### config.mk
export PLATFORM = sky130hd
export DESIGN_NAME = baud_gen_frac
export DESIGN_NICKNAME = d
export VERILOG_FILES = /design/src/rtl/baud_gen_frac.sv
export SDC_FILE = /design/constraint.sdc
export NUM_CORES = 1
export LEC_CHECK = 0
export CELL_PAD_IN_SITES_DETAIL_PLACEMENT = 0
export CELL_PAD_IN_SITES_GLOBAL_PLACEMENT = 1
export CORE_ASPECT_RATIO = 1.1
export CORE_MARGIN = 2
export CORE_UTILIZATION = 43
export CTS_CLUSTER_DIAMETER = 80
export DETAILED_ROUTE_END_ITERATION = 6
export DONT_BUFFER_PORTS = 1
export PLACE_DENSITY_LB_ADDON = 0.1
export RECOVER_POWER = 50
export SYNTH_ARGS = -nofsm -noshare
export SYNTH_HDL_FRONTEND = slang
export SYNTH_SLANG_ARGS = --single-unit
### constraint.sdc
create_clock -name clk -period 2 [get_ports clk]
set_clock_uncertainty 0.05 [all_clocks]
set_input_delay 0.2 -clock clk [delete_from_list [all_inputs] [get_ports clk]]
set_output_delay 0.2 -clock clk [all_outputs]
set_load 0.005 [all_outputs]
### src/rtl/baud_gen_frac.sv
// ---------------------------------------------------------------------------
// baud_gen_frac
//
// Purpose:
//   Baud-rate generator for the UART. A prescaler divides clk into an
//   oversample strobe (sample_tick). Two independent OSR-modulo phase counters
//   run from that strobe:
//     - TX phase: free-running, gives one tx_bit_tick per OSR sample ticks.
//     - RX phase: realigned by rx_restart, so rx_mid_tick lands mid-bit.
//   Optional fractional divisor: a FRAC_W-bit accumulator adds frac on each
//   prescaler wrap. Its carry lengthens the following sample period by one
//   cycle.
//
// Configuration macro:
//   BAUD_FRAC_EN - builds the fractional accumulator and extend flag. When
//                  it is undefined, frac is ignored and every sample period
//                  is exactly divisor + 1 cycles.
//
// Parameters:
//   DIV_W  - integer divisor width (default 16)
//   FRAC_W - fractional divisor / accumulator width (default 4)
//   OSR    - sample ticks per bit, even, 4..256 (default 16)
//
// Ports:
//   clk         in   system clock, rising edge
//   rst_n       in   asynchronous active-low reset
//   baud_en     in   enable; low clears all counters and outputs
//   divisor     in   sample period minus one, in clk cycles (live)
//   frac        in   fractional sample period, 1/2^FRAC_W cycle units (live)
//   rx_restart  in   one-cycle pulse, realigns the RX bit phase
//   sample_tick out  one-cycle oversample strobe
//   tx_bit_tick out  one-cycle TX bit strobe, every OSR sample ticks
//   rx_mid_tick out  one-cycle RX mid-bit strobe, every OSR sample ticks
// ---------------------------------------------------------------------------
module baud_gen_frac #(
    parameter int unsigned DIV_W  = 16,
    parameter int unsigned FRAC_W = 4,
    parameter int unsigned OSR    = 16
) (
    input  logic              clk,
    input  logic              rst_n,
    input  logic              baud_en,
    input  logic [DIV_W-1:0]  divisor,
    input  logic [FRAC_W-1:0] frac,
    input  logic              rx_restart,
    output logic              sample_tick,
    output logic              tx_bit_tick,
    output logic              rx_mid_tick
);

    localparam int unsigned     CNT_W   = $clog2(OSR);
    localparam logic [CNT_W-1:0] TX_LAST = CNT_W'(OSR - 1);
    localparam logic [CNT_W-1:0] RX_MID  = CNT_W'(OSR / 2 - 1);

    // -----------------------------------------------------------------------
    // State
    // -----------------------------------------------------------------------
    logic [DIV_W-1:0] pre_cnt_q, pre_cnt_d;
    logic [CNT_W-1:0] tx_cnt_q,  tx_cnt_d;
    logic [CNT_W-1:0] rx_cnt_q,  rx_cnt_d;
    logic             sample_tick_q, sample_tick_d;
    logic             tx_bit_tick_q, tx_bit_tick_d;
    logic             rx_mid_tick_q, rx_mid_tick_d;

    logic             extend;
    logic [DIV_W:0]   limit;
    logic             pre_wrap;

    // -----------------------------------------------------------------------
    // Fractional accumulator
    // -----------------------------------------------------------------------
`ifdef BAUD_FRAC_EN
    logic [FRAC_W-1:0] acc_q, acc_d;
    logic              extend_q, extend_d;

    always_comb begin
        acc_d    = acc_q;
        extend_d = extend_q;
        if (!baud_en) begin
            acc_d    = '0;
            extend_d = 1'b0;
        end else if (pre_wrap) begin
            // Carry out of the modulo-2^FRAC_W add stretches the next period.
            {extend_d, acc_d} = {1'b0, acc_q} + {1'b0, frac};
        end
    end

    always_ff @(posedge clk or negedge rst_n) begin
        if (!rst_n) begin
            acc_q    <= '0;
            extend_q <= 1'b0;
        end else begin
            acc_q    <= acc_d;
            extend_q <= extend_d;
        end
    end

    assign extend = extend_q;
`else
    logic unused_frac;

    assign unused_frac = ^frac;
    assign extend      = 1'b0;
`endif

    // -----------------------------------------------------------------------
    // Prescaler
    // -----------------------------------------------------------------------
    // The >= compare makes a live divisor decrease take effect on the next
    // cycle instead of running the counter round 2^DIV_W. The all-ones term
    // only matters when divisor is all-ones with extend set: the limit then
    // exceeds the counter range, and the counter wraps at its top instead of
    // overflowing silently without a tick.
    always_comb begin
        limit    = {1'b0, divisor} + {{DIV_W{1'b0}}, extend};
        pre_wrap = ({1'b0, pre_cnt_q} >= limit) || (&pre_cnt_q);

        pre_cnt_d     = pre_cnt_q + 1'b1;
        sample_tick_d = 1'b0;
        if (!baud_en) begin
            pre_cnt_d = '0;
        end else if (pre_wrap) begin
            pre_cnt_d     = '0;
            sample_tick_d = 1'b1;
        end
    end

    // -----------------------------------------------------------------------
    // TX phase: free-running modulo-OSR count of sample ticks
    // -----------------------------------------------------------------------
    always_comb begin
        tx_cnt_d      = tx_cnt_q;
        tx_bit_tick_d = 1'b0;
        if (!baud_en) begin
            tx_cnt_d = '0;
        end else if (sample_tick_q) begin
            if (tx_cnt_q == TX_LAST) begin
                tx_cnt_d      = '0;
                tx_bit_tick_d = 1'b1;
            end else begin
                tx_cnt_d = tx_cnt_q + 1'b1;
            end
        end
    end

    // -----------------------------------------------------------------------
    // RX phase: modulo-OSR count, realigned by rx_restart
    // -----------------------------------------------------------------------
    // A restart in the same cycle as a sample tick discards that tick, so the
    // count restarts at 0 and that tick can never produce a mid-bit strobe.
    always_comb begin
        rx_cnt_d      = rx_cnt_q;
        rx_mid_tick_d = 1'b0;
        if (!baud_en) begin
            rx_cnt_d = '0;
        end else if (rx_restart) begin
            rx_cnt_d = '0;
        end else if (sample_tick_q) begin
            rx_mid_tick_d = (rx_cnt_q == RX_MID);
            if (rx_cnt_q == TX_LAST) begin
                rx_cnt_d = '0;
            end else begin
                rx_cnt_d = rx_cnt_q + 1'b1;
            end
        end
    end

    // -----------------------------------------------------------------------
    // Registers
    // -----------------------------------------------------------------------
    always_ff @(posedge clk or negedge rst_n) begin
        if (!rst_n) begin
            pre_cnt_q     <= '0;
            tx_cnt_q      <= '0;
            rx_cnt_q      <= '0;
            sample_tick_q <= 1'b0;
            tx_bit_tick_q <= 1'b0;
            rx_mid_tick_q <= 1'b0;
        end else begin
            pre_cnt_q     <= pre_cnt_d;
            tx_cnt_q      <= tx_cnt_d;
            rx_cnt_q      <= rx_cnt_d;
            sample_tick_q <= sample_tick_d;
            tx_bit_tick_q <= tx_bit_tick_d;
            rx_mid_tick_q <= rx_mid_tick_d;
        end
    end

    assign sample_tick = sample_tick_q;
    assign tx_bit_tick = tx_bit_tick_q;
    assign rx_mid_tick = rx_mid_tick_q;

endmodule

==> qor.yml <==
antenna_found_initial: 0
hold_class: "input pin to flip-flop"
synth_seq_cells: 27
clk_pin_slew_ns: 0.10
worstPathRequired_ns: 2.15
placed_cells_incl_taps: 229
area_growth_syn_to_layout_pct: 14.0
synth_mux_area_frac: 0.0119
nets: 233
switchingPower_mw: 0.236
synth_compound_area_frac: 0.0996
yosysTopAreaCell: "dfrtp_1"
cp-start-kind: "flip-flop"
grt_pass1_wl_um: 5930
tns_ns: 0
status: "finished clean"
cp_max_fo: 8
final_common_cell: "dfrtp_1"
syn_inst: 175
clk_latency_ns: 0.27
placed_cell_area_sq_mm: 0.00178
portBuffers: 0
pwr-share-clk: 0.329
switching_share: 0.244
gp_congestion: 0.775
pwr-share-comb: 0.096
fin_crit_sh: 0.997
vias: 1262
coreArea_sq_mm: 0.00371
synth_area_leaders: "dfrtp_1 (40%), ha_1 (14%), nor2_1 (6.0%)"
crit_path_end_kind: "flip-flop"
die-area_sq_mm: 0.00443
worstMarginPinSlew_ns: 1.22
seqPwrFrac: 0.575
layout_setup_ws_ns: 0.00646
routedWlPerCell_um: 14.1
grt_util_all_layers: 0.166
setup_viol: 0
drive_above_1_share: 0.143
drt_wl_total_um: 3380
start_util: 0.454
drv_cap: 0
htree_levels: 1
critPathKind: "flip-flop to flip-flop"
hpwl_um: 2500
fmax_mhz: 502
fin_cells: 239
crit_path_cell_trace: "inv_1 > ha_1 > nand2b_4 > a2111o_1 > a31oi_4 > nand4_4 > nor2_2"
layout_min_cycle_time_ns: 1.99
synth.distinct_cells: 31
grt_pass1_vias: 1319
cellPowerDensity_mw_per_mm2: 503
fin_util: 0.517
root_buffer: "clkbuf_8"
numCtsBuffers: 3
synth_edf_count: 0
slew_headroom: 0.189
rows: 23
rsz0062_at_grt: "true"
final_cell_area_sq_mm: 0.00192
netlist.area_leader.share: 0.401
synth_top_family_by_area: "simple AND/OR/NAND/NOR gates"
cts_tree: "built"
vdd_ir_drop_max_mv: 0.262
io_pins: 27
yosys.area_share.adder: 0.141
clock_path_buffers: 2
dp_slack_ns: -0.0382
postRouteAntennaNets: 0
finalHoldViolCount: 0
layout_common_cells: "dfrtp_1 (27), inv_1 (20), nor2_1 (20), ha_1 (19), nand2_1 (13)"
antenna_cells: 0
drc_errors: 0
slew_viol_final: 0
synth.avg_cell_area_sq_um: 9.62
grt_max_degree: 28
grt_overflow_total: 0
first_pass_iters: 5
internal-power_mw: 0.729
viasPerCell: 5.28
die_w_um: 63.7
seq_area_frac_synth: 0.401
ys_warn_count: 0
cp.arrival_ns: 2.14
syn_area_sq_mm: 0.00168
syn-num-nets: 218
slowest_stage: "a2111o_1"
drtIter0Drc: 28
yosys.area_share.simple: 0.210
async_flop_share: 1.00
die_y_um: 69.6
synth_ff_type: "dfrtp_1"
clock-sinks: 27
cpPeakStageDelay_ns: 0.40
synth-xor-area-share: 0.0832
p_leak_nw: 0.901
## critical path, delay by kind of cell (launching register included)
family / cells / cell delay (ns)
DFF: 1 / 0.35
adders and majority gates: 1 / 0.26
AOI/OAI and AO/OA: 2 / 0.66
buffers and inverters: 1 / 0.04
and+or+nand+nor: 3 / 0.53
## repair_timing
action                                  CTS  global route
cloned                                    1             0
hold buffers                              3             0
hold endpoints to repair                 28             0
resized for setup                         1             8
buffers inserted                          0             2
endpoints found under the setup margin   16            16
pin swaps                                 3            17
## cell usage after synthesis (3+ instances only)
library cell,number
nor3_1,4
nand3_1,8
nand2_1,13
nor2_1,27
inv_1,20
dfrtp_1,27
xnor2_1,8
ha_1,19
xor2_1,8
o21ai_0,3
nand4_1,3
a21oi_1,11
## final cells by class
class | instances | area (sq um)
flip-flops and latches | 27 | 676
repair buffers | 11 | 92.6
multi-input cells | 127 | 965
well taps | 50 | 62.6
clock buffers | 3 | 41.3
inverters | 20 | 75.1
fillers | 364 | 1790
clock inverters | 1 | 7.51
## metrics by stage
step | power [mW] | hold WS (ns)
after floorplan | 0.616 | -0.146
after global placement | 0.631 | -0.145
after detailed placement | 0.634 | -0.145
after CTS | 0.974 | 0.0654
after global routing | 1.02 | 0.0473
final | 0.965 | 0.0603
## flip-flops by register name, indices dropped and copies added, names as in the netlist
register     flops
tx_bit_tick      1
pre_cnt_q       16
tx_cnt_q         4
rx_cnt_q         4
sample_tick      1
rx_mid_tick      1
## cells by family (layout without fill, tap and decap cells)
| kind of cell | after synthesis | after routing |
|---|---|---|
| DFF | 27 | 27 |
| AOI/OAI and AO/OA | 23 | 23 |
| xor gates and xnor gates | 16 | 16 |
| and+or+nand+nor | 66 | 67 |
| adders and majority gates | 19 | 19 |
| muxes | 2 | 2 |
| buffers and inverters | 22 | 35 |
## routing by layer
layer,up-vias,track usage,wire length (um)
met2,18,0.280,1650
met5,-,0,0
met1,608,0.223,1650
li1,634,-,-
met3,2,0.0260,57
met4,0,0.0411,22
## final timing paths
check                      slack (ns)    startpoint             to  cells after the start
max                             0.006  pre_cnt_q[0]   pre_cnt_q[9]                      7
min                              0.06       baud_en   pre_cnt_q[2]                      2
max reg2reg                     0.006  pre_cnt_q[0]   pre_cnt_q[9]                      7
min reg2reg                      0.45   rx_cnt_q[3]    rx_mid_tick                      1
max in group asynchronous        0.42         rst_n   pre_cnt_q[3]                      2
min in group asynchronous        0.76         rst_n  pre_cnt_q[15]                      2
## power by group through the flow
stage / Combinational [mW] / Clock, mW / Sequential, mW
finish: 0.0926 / 0.318 / 0.554
global route: 0.107 / 0.359 / 0.556
CTS: 0.0919 / 0.328 / 0.554
detailed placement: 0.0692 / 0 / 0.565
global placement: 0.0658 / 0 / 0.565
floorplan: 0.0494 / 0 / 0.566
No activity file was read; power rests on OpenSTA's default activity.
